**config.mk**
```make
export PLATFORM = sky130hd
export DESIGN_NAME = guess_entry_flat
export DESIGN_NICKNAME = d
export VERILOG_FILES = /design/src/rtl/guess_entry_if.sv /design/src/rtl/guess_entry.sv /design/src/flat_wrapper.sv
export SDC_FILE = /design/constraint.sdc
export NUM_CORES = 1
export LEC_CHECK = 0
export CORE_ASPECT_RATIO = 1.1
export CORE_UTILIZATION = 35
export DETAILED_ROUTE_END_ITERATION = 7
export PLACE_DENSITY = 0.72
export SLEW_MARGIN = 20
export SYNTH_ARGS = -nofsm -noshare
export SYNTH_HDL_FRONTEND = slang
export SYNTH_SLANG_ARGS = --single-unit
```
**constraint.sdc**
```tcl
create_clock -name clk -period 2.2 [get_ports clk]
set_input_delay 0.33 -clock clk [delete_from_list [all_inputs] [get_ports clk]]
set_output_delay 0.33 -clock clk [all_outputs]
set_load 0.01 [all_outputs]
```
**src/rtl/guess_entry_if.sv**
```systemverilog
// Keypad-to-controller bundle for guess_entry: the key strobe in, and the sent triple plus live entry view out.
// key_valid is a one-cycle strobe with no ready (every high cycle is one key); oNumRdy is a one-cycle valid pulse with no back-pressure, and oNum1..3 are stable while it is high.
interface guess_entry_if;
    logic [3:0] key_code;
    logic       key_valid;
    logic [3:0] oNum1;
    logic [3:0] oNum2;
    logic [3:0] oNum3;
    logic       oNumRdy;
    logic [1:0] entry_cnt;
    logic [3:0] entry_d1;
    logic [3:0] entry_d2;
    logic [3:0] entry_d3;
    logic       err;
    logic [7:0] sent_cnt;

    modport master (
        output key_code, key_valid,
        input  oNum1, oNum2, oNum3, oNumRdy,
        input  entry_cnt, entry_d1, entry_d2, entry_d3, err, sent_cnt
    );

    modport slave (
        input  key_code, key_valid,
        output oNum1, oNum2, oNum3, oNumRdy,
        output entry_cnt, entry_d1, entry_d2, entry_d3, err, sent_cnt
    );
endinterface

```
**src/rtl/guess_entry.sv**
```systemverilog
// Three-digit guess entry: buffers keypad digits with backspace/enter and sends the triple to the game controller.
// Every output is a register; the FSM state is visible on dbg_state (0 = EDIT, 1 = SEND).
module guess_entry #(
    parameter bit DISTINCT = 1'b1
) (
    input  logic         clk,
    input  logic         reset,
    guess_entry_if.slave bus,
    output logic         dbg_state
);

    typedef enum logic {
        EDIT = 1'b0,
        SEND = 1'b1
    } state_t;

    localparam logic [3:0] KEY_BACK  = 4'hA;
    localparam logic [3:0] KEY_ENTER = 4'hB;

    state_t     state_q, state_d;
    logic [1:0] cnt_q, cnt_d;
    logic [3:0] d1_q, d1_d, d2_q, d2_d, d3_q, d3_d;
    logic [3:0] num1_q, num1_d, num2_q, num2_d, num3_q, num3_d;
    logic       rdy_q, rdy_d;
    logic       err_q, err_d;
    logic [7:0] sent_q, sent_d;
    logic       dup;

    // Only filled slots take part, so a 0 into an empty buffer is not a repeat.
    assign dup = DISTINCT &&
                 (((cnt_q != 2'd0) && (d1_q == bus.key_code)) ||
                  ((cnt_q >= 2'd2) && (d2_q == bus.key_code)));

    always_ff @(posedge clk or negedge reset) begin
        if (!reset) begin
            state_q <= EDIT;
            cnt_q   <= 2'd0;
            d1_q    <= 4'd0;
            d2_q    <= 4'd0;
            d3_q    <= 4'd0;
            num1_q  <= 4'd0;
            num2_q  <= 4'd0;
            num3_q  <= 4'd0;
            rdy_q   <= 1'b0;
            err_q   <= 1'b0;
            sent_q  <= 8'd0;
        end else begin
            state_q <= state_d;
            cnt_q   <= cnt_d;
            d1_q    <= d1_d;
            d2_q    <= d2_d;
            d3_q    <= d3_d;
            num1_q  <= num1_d;
            num2_q  <= num2_d;
            num3_q  <= num3_d;
            rdy_q   <= rdy_d;
            err_q   <= err_d;
            sent_q  <= sent_d;
        end
    end

    // SEND always falls back to EDIT, and keys seen during SEND fall through untouched.
    always_comb begin
        state_d = EDIT;
        cnt_d   = cnt_q;
        d1_d    = d1_q;
        d2_d    = d2_q;
        d3_d    = d3_q;
        num1_d  = num1_q;
        num2_d  = num2_q;
        num3_d  = num3_q;
        rdy_d   = 1'b0;
        err_d   = 1'b0;
        sent_d  = sent_q;
        if (state_q == EDIT && bus.key_valid) begin
            if (bus.key_code <= 4'd9) begin
                if (cnt_q == 2'd3 || dup) begin
                    err_d = 1'b1;
                end else begin
                    case (cnt_q)
                        2'd0:    d1_d = bus.key_code;
                        2'd1:    d2_d = bus.key_code;
                        default: d3_d = bus.key_code;
                    endcase
                    cnt_d = cnt_q + 2'd1;
                end
            end else if (bus.key_code == KEY_BACK) begin
                if (cnt_q != 2'd0) begin
                    case (cnt_q)
                        2'd1:    d1_d = 4'd0;
                        2'd2:    d2_d = 4'd0;
                        default: d3_d = 4'd0;
                    endcase
                    cnt_d = cnt_q - 2'd1;
                end
            end else if (bus.key_code == KEY_ENTER) begin
                if (cnt_q == 2'd3) begin
                    num1_d  = d1_q;
                    num2_d  = d2_q;
                    num3_d  = d3_q;
                    rdy_d   = 1'b1;
                    d1_d    = 4'd0;
                    d2_d    = 4'd0;
                    d3_d    = 4'd0;
                    cnt_d   = 2'd0;
                    state_d = SEND;
                    if (sent_q != 8'hFF) sent_d = sent_q + 8'd1;
                end else begin
                    err_d = 1'b1;
                end
            end
        end
    end

    assign bus.oNum1     = num1_q;
    assign bus.oNum2     = num2_q;
    assign bus.oNum3     = num3_q;
    assign bus.oNumRdy   = rdy_q;
    assign bus.entry_cnt = cnt_q;
    assign bus.entry_d1  = d1_q;
    assign bus.entry_d2  = d2_q;
    assign bus.entry_d3  = d3_q;
    assign bus.err       = err_q;
    assign bus.sent_cnt  = sent_q;
    assign dbg_state     = state_q;

endmodule

```
**src/flat_wrapper.sv**
```systemverilog
// flat-port wrapper written by rule: the top's interface ports become plain ports
module guess_entry_flat 
#(
    parameter bit DISTINCT = 1'b1
)
  (clk, reset, dbg_state, bus_key_code, bus_key_valid, bus_oNum1, bus_oNum2, bus_oNum3, bus_oNumRdy, bus_entry_cnt, bus_entry_d1, bus_entry_d2, bus_entry_d3, bus_err, bus_sent_cnt);
  guess_entry_if bus_i ();
  input  logic clk;
  input  logic reset;
  output logic dbg_state;
  input wire logic [$bits(bus_i.key_code)-1:0] bus_key_code;
  input wire logic [$bits(bus_i.key_valid)-1:0] bus_key_valid;
  output wire logic [$bits(bus_i.oNum1)-1:0] bus_oNum1;
  output wire logic [$bits(bus_i.oNum2)-1:0] bus_oNum2;
  output wire logic [$bits(bus_i.oNum3)-1:0] bus_oNum3;
  output wire logic [$bits(bus_i.oNumRdy)-1:0] bus_oNumRdy;
  output wire logic [$bits(bus_i.entry_cnt)-1:0] bus_entry_cnt;
  output wire logic [$bits(bus_i.entry_d1)-1:0] bus_entry_d1;
  output wire logic [$bits(bus_i.entry_d2)-1:0] bus_entry_d2;
  output wire logic [$bits(bus_i.entry_d3)-1:0] bus_entry_d3;
  output wire logic [$bits(bus_i.err)-1:0] bus_err;
  output wire logic [$bits(bus_i.sent_cnt)-1:0] bus_sent_cnt;
  assign bus_i.key_code = bus_key_code;
  assign bus_i.key_valid = bus_key_valid;
  assign bus_oNum1 = bus_i.oNum1;
  assign bus_oNum2 = bus_i.oNum2;
  assign bus_oNum3 = bus_i.oNum3;
  assign bus_oNumRdy = bus_i.oNumRdy;
  assign bus_entry_cnt = bus_i.entry_cnt;
  assign bus_entry_d1 = bus_i.entry_d1;
  assign bus_entry_d2 = bus_i.entry_d2;
  assign bus_entry_d3 = bus_i.entry_d3;
  assign bus_err = bus_i.err;
  assign bus_sent_cnt = bus_i.sent_cnt;
  guess_entry #(.DISTINCT(DISTINCT)) u_core (.clk(clk), .reset(reset), .bus(bus_i), .dbg_state(dbg_state));
endmodule
```
==> qor.csv, run 1 <==
metric,value,unit
status,finished with violations,
failing checks,design-rule violations,
"Setup Fix Bufs, Post-CTS",0,
CP max FO,4,
grt met3 use,0.0299,
Post-synth top flop,dfrtp_1,
ys async rst share,1.00,
leakage power figure,1.17,nW
Iter 0 DRT Violations,61,
synth unique cells,38,
final setup vio count,0,
CTS buffer count,5,
Rel. slew slack,0.696,
# H-tree levels,2,
Die Span Y,77.6,um
Clock Sink Count,36,
P_sw,0.848,mW
Clk network pwr share,0.178,
"Warnings, synthesis",0,
Antenna Nets Post-Route,0,
CTS tree,yes,
# rows,27,
Max VDD drop,0.492,mV
fin crit period,2.04,ns
Critical Path Sink Type,flop,
CTS Root Cell,clkbuf_8,
routability cong.,0.958,
post-DP HPWL,3080,um
Final Hold Fails,0,
Worst Setup Start Kind,input pin,
area of the mapped netlist,0.00182,mm2
Worst-Skew Late Latency,0.28,ns
Max Fclk,491,MHz
Slew @ Worst Pin,0.455,ns
core footprint,0.00500,mm2
1st-pass router iterations,6,
vias in the first global route,1388,
fin util,0.499,
top post-synthesis cells by count,"36 x dfrtp_1, 22 x nand2_1, 20 x mux2_2",
Routed WL,4050,um
data required time of the worst path,2.37,ns
IO Count,44,
first-pass GRT wire length,6810,um
leading area contributor after synthesis,dfrtp_1,
Port Buffers,43,
final cycle utilization of the critical path,0.926,
nets@finish,236,
diodes inserted,0,
post-synth top area share,0.495,
post-route cell area,0.00250,mm2
Global Route met2 Usage,0.261,
clock-pin slew on the worst setup and hold paths,0.07,ns
share of cells above drive strength 1,0.227,
GR Util met1,0.214,
top post-synthesis cells by area,"dfrtp_1 49%, mux2_2 12%, xor2_1 4.8%",
"count leader, synth",dfrtp_1,
syn_area_per_cell,11.2,um2
Combinational Power Share,0.430,
number of synthesized flops with an enable pin,0,
clk buf depth,2,
number of gates resized after CTS,0,
critical path class,input pin to flop,
"Slew Viols, Final",0,
Seq pwr share,0.393,
residual DRC count,4,
Sw Share,0.333,
initial antenna violation count,0,
CTS Hold Bufs,0,
die area,0.00549,mm2
via/cell ratio,4.98,
DP Area,0.00241,mm2
Hold Path Class,input pin to async pin,
Seq cells post-synth,36,
global route hottest layer,met2,
die width,70.8,um
wire per inst,14.3,um
initial core utilization,0.364,
Critical Path AT,2.21,ns
Layout area overhead,37.2,%
"Seq/Total Area, Yosys",0.495,
post-route setup slack,0.163,ns
Cells after Synth,162,
pre-CTS setup slack,-0.148,ns
Tot GR Track Use,0.162,
# Max-Cap Violations,0,
largest net degree at the start of global routing,37,
GRT overflow,0,
clk_skew,0.00563,ns
unrepaired setup endpoints after global routing,no,
net count after synthesis,174,
P_int,1.70,mW
vias,1409,
power per cell area,1020,mW/mm2
-- kinds of logic after synthesis --
| group | count (synthesis) | share of synthesized area |
|---|---|---|
| xor+xnor | 14 | 0.0673 |
| mux | 20 | 0.124 |
| fa+ha+maj | 5 | 0.0344 |
| simple gates | 59 | 0.177 |
| compound gates | 18 | 0.0708 |
| flops | 36 | 0.495 |
| buf+inv | 10 | 0.0316 |
-- registers in the layout, summed over array words and instances (netlist names) --
name	count
u_core.bus.oNum1	4
u_core.bus.entry_d1	4
u_core.bus.entry_cnt	2
u_core.bus.entry_d2	4
u_core.bus.entry_d3	4
u_core.bus.oNum3	4
u_core.bus.oNum2	4
u_core.bus.sent_cnt	8
u_core.bus.err	1
u_core.dbg_state	1
-- layout by cell type, fill, tap and decap left out, types with 2 or more instances in the layout --
master / netlist / final
nor2_1: 7 / 7
o21ai_0: 2 / 2
xor2_1: 10 / 10
nor2b_1: 4 / 4
nor3_1: 5 / 5
buf_4: 3 / 17
xnor2_1: 4 / 4
mux2_2: 20 / 20
ha_1: 5 / 5
clkbuf_1: 0 / 2
clkdlybuf4s50_1: 0 / 43
nand3_1: 8 / 8
dfrtp_1: 36 / 36
inv_1: 5 / 5
a21oi_1: 5 / 5
nand4_1: 2 / 2
nand4_2: 2 / 2
clkbuf_8: 0 / 5
nand2_1: 22 / 22
-- metal layers --
| metal | wire [um] | vias up |
|---|---|---|
| li1 | - | 685 |
| met1 | 1870 | 681 |
| met2 | 1950 | 37 |
| met3 | 162 | 6 |
| met4 | 72 | 0 |
| met5 | 0 | - |
-- per-stage QoR --
stage	total power [mW]	hold slack [ns]	std cells	setup TNS [ns]
detailed placement	2.12	0.471	275	-1.46
global placement	2.11	0.461	275	-1.47
global route	2.73	0.497	283	0
finish	2.55	0.454	283	0
floorplan	1.55	0.0344	162	0
CTS	2.58	0.467	283	0
-- path summary, 6_finish.rpt --
check / to / slack, ns / cells after the start / from
setup / recovery: u_core.bus.entry_d3[1] / 0.16 / 8 / bus_key_code[0]
hold reg to reg: u_core.bus.oNum3[2] / 0.49 / 2 / u_core.bus.oNum3[2]
hold / removal: u_core.bus.sent_cnt[4] / 0.45 / 2 / reset
min in group clk: u_core.bus.oNum3[2] / 0.49 / 2 / u_core.bus.oNum3[2]
setup reg to reg: u_core.bus.entry_d1[0] / 0.31 / 6 / u_core.bus.entry_cnt[1]
max in group asynchronous: u_core.bus.oNum1[1] / 1.42 / 2 / reset
-- power groups by stage --
stage               Combinational, mW  Sequential, mW  Clock, mW
floorplan                       0.481            1.07          0
global placement                 1.09            1.01          0
finish                           1.09            1.00      0.452
detailed placement               1.10            1.02          0
CTS                              1.11            1.00      0.473
global route                     1.18            1.04      0.507
-- final cells by class --
| class | instances | area [um2] |
|---|---|---|
| Tap cell | 58 | 72.6 |
| Timing Repair Buffer | 60 | 558 |
| Multi-Input combinational cell | 116 | 862 |
| Clock inverter | 1 | 8.76 |
| Clock buffer | 7 | 76.3 |
| Fill cell | 480 | 2500 |
| Inverter | 5 | 18.8 |
| Sequential cell | 36 | 901 |
-- worst max-delay path, cell delays in order --
cell	delay, ns
clkdlybuf4s50_1	0.46
buf_4	0.18
xor2_1	0.15
nor3_1	0.33
a22oi_2	0.11
buf_4	0.17
nand4_2	0.12
mux2_2	0.35
Power figures use the tool's default switching activity.
==> run 2, diff against run 1 <==
- CORE_UTILIZATION: 35 -> 49
- MAX_ROUTING_LAYER: not set -> met4
- PLACE_DENSITY: 0.72 -> 0.91
==> qor.csv, run 2 (synthesized netlist as in run 1, its figures left out) <==
metric,value,unit,change
status,finished clean,,was finished with violations
number of gates resized after CTS,0,,unchanged
data required time of the worst path,2.46,ns,was 2.37 ns
clk_skew,0.0169,ns,was 0.00563 ns
multi-input combinational cell area,862,um2,unchanged
Port Buffers,43,,unchanged
"Slew Viols, Final",0,,unchanged
Critical Path Sink Type,flop,,unchanged
Iter 0 DRT Violations,37,,was 61
diodes inserted,0,,unchanged
vias in the first global route,1476,,"was 1,388"
GRT overflow,0,,unchanged
Final Hold Fails,0,,unchanged
routability cong.,0.993,,was 0.958
1st-pass router iterations,4,,was 6
Die Span Y,65.9,um,was 77.6 um
via/cell ratio,5.40,,was 4.98
crit path capture,u_core.bus.entry_d1[1],,was u_core.bus.entry_d3[1]
unrepaired setup endpoints after global routing,no,,unchanged
most frequent cells in the layout,"43 x clkdlybuf4s50_1, 36 x dfrtp_1, 22 x nand2_1, 20 x mux2_2, 16 x buf_4",,"was 43 x clkdlybuf4s50_1, 36 x dfrtp_1, 22 x nand2_1, 20 x mux2_2, 17 x buf_4"
final setup vio count,0,,unchanged
power per cell area,1050,mW/mm2,was 1020 mW/mm2
share of cells above drive strength 1,0.236,,was 0.227
CP Launch Point,bus_key_code[1],,was bus_key_code[0]
Critical R2R Launch,u_core.bus.entry_cnt[0],,was u_core.bus.entry_cnt[1]
CTS tree,yes,,unchanged
Routed WL,4340,um,was 4050 um
clk buf depth,2,,unchanged
first-pass GRT wire length,7070,um,was 6810 um
initial antenna violation count,0,,unchanged
# Max-Cap Violations,0,,unchanged
Tot GR Track Use,0.261,,was 0.162
vias,1473,,"was 1,409"
post-route cell area,0.00250,mm2,about the same
Worst-Skew Late Latency,0.36,ns,was 0.28 ns
wire per inst,15.9,um,was 14.3 um
Critical Path AT,2.26,ns,was 2.21 ns
IO Count,44,,unchanged
Slew @ Worst Pin,0.434,ns,was 0.455 ns
Reg2Reg Depth,6,,unchanged
Worst Setup Start Kind,input pin,,unchanged
# rows,22,,was 27
worst hold margin,0.364,ns,was 0.454 ns
Seq. cell area,901,um2,unchanged
post-DP HPWL,3210,um,was 3080 um
clock-pin slew on the worst setup and hold paths,0.13,ns,was 0.07 ns
nets@finish,236,,unchanged
DP Area,0.00241,mm2,unchanged
CTS buffer count,5,,unchanged
die area,0.00396,mm2,was 0.00549 mm2
CTS Root Cell,clkbuf_4,,was clkbuf_8
final cycle utilization of the critical path,0.912,,was 0.926
# H-tree levels,2,,unchanged
Max VDD drop,0.886,mV,was 0.492 mV
die width,60.1,um,was 70.8 um
Max Fclk,499,MHz,was 491 MHz
# fillers,246,,was 480
Layout area overhead,37.1,%,was 37.2%
leakage power figure,1.17,nW,about the same
CTS Hold Bufs,0,,unchanged
R2R Path End,u_core.bus.entry_d1[1],,was u_core.bus.entry_d1[0]
"reg-to-reg slack, setup",0.25,ns,was 0.31 ns
Rel. slew slack,0.711,,was 0.696
"Setup Fix Bufs, Post-CTS",0,,unchanged
core footprint,0.00344,mm2,was 0.00500 mm2
"most common cell after layout, fill and taps aside",clkdlybuf4s50_1,,unchanged
total chip power,2.62,mW,was 2.55 mW
CP max FO,10,,was 4
residual DRC count,0,,was 4
largest net degree at the start of global routing,37,,unchanged
Antenna Nets Post-Route,0,,unchanged
fin crit period,2.01,ns,was 2.04 ns
max FFs per register,8,,unchanged
initial core utilization,0.529,,was 0.364
Hold Path Class,input pin to async pin,,unchanged
critical path class,input pin to flop,,unchanged
Clock Sink Count,36,,unchanged
## run 2: worst min path at each step
stage / startpoint / slack [ns] / end / cells past startpoint
2_1_floorplan: reset / 0.03 / u_core.bus.entry_cnt[0] / 0
3_3_place_gp: u_core.bus.oNum3[1] / 0.46 / u_core.bus.oNum3[1] / 2
6_report: reset / 0.36 / u_core.bus.entry_d3[1] / 2
5_1_grt: reset / 0.41 / u_core.bus.entry_d1[1] / 2
4_1_cts: reset / 0.38 / u_core.bus.entry_d1[1] / 2
3_5_place_dp: u_core.bus.oNum3[1] / 0.46 / u_core.bus.oNum3[1] / 2
## run 2: critical path, cell delays in order
cell,delay (ns)
clkdlybuf4s50_1,0.61
and3b_2,0.32
o21ai_0,0.17
nand2_1,0.13
nor3b_4,0.33
mux2_2,0.38
## run 2: power by group
| part | leakage (nW) | internal, mW | switching [mW] |
|---|---|---|---|
| logic | 0.650 | 0.641 | 0.485 |
| clock network | 0.0418 | 0.243 | 0.244 |
| registers | 0.483 | 0.834 | 0.168 |
| total | 1.17 | 1.72 | 0.897 |
## run 2: cell type report
type / count / area share
clock inverter: 3 / 0.0185
inverter: 5 / 0.00752
multi-input combinational: 116 / 0.345
clock buffer: 5 / 0.0150
timing repair buffer: 60 / 0.229
tap: 48 / 0.0241
sequential: 36 / 0.361
## run 2: per-stage QoR
step / utilization / instances / TNS, ns / worst slack (ns)
4_1_cts: 0.725 / 273 / 0 / 0.202
3_5_place_dp: 0.701 / 265 / -1.69 / -0.189
6_report: 0.725 / 273 / 0 / 0.194
5_1_grt: 0.725 / 273 / 0 / 0.112
3_3_place_gp: 0.701 / 265 / -0.933 / -0.131
2_1_floorplan: - / 162 / 0 / 0.309
## run 2: routing by layer
layer / GRT usage / up-vias / share of wire
li1: - / 687 / -
met1: 0.311 / 727 / 0.41
met2: 0.390 / 48 / 0.50
met3: 0.0685 / 11 / 0.050
met4: 0.163 / 0 / 0.034
met5: - / - / 0
==> run 3, diff against run 2 <==
- HOLD_SLACK_MARGIN: not set -> 0.02
==> results of run 3 <==
Same layout as run 2: the final DEF is identical, and so are final timing and power.
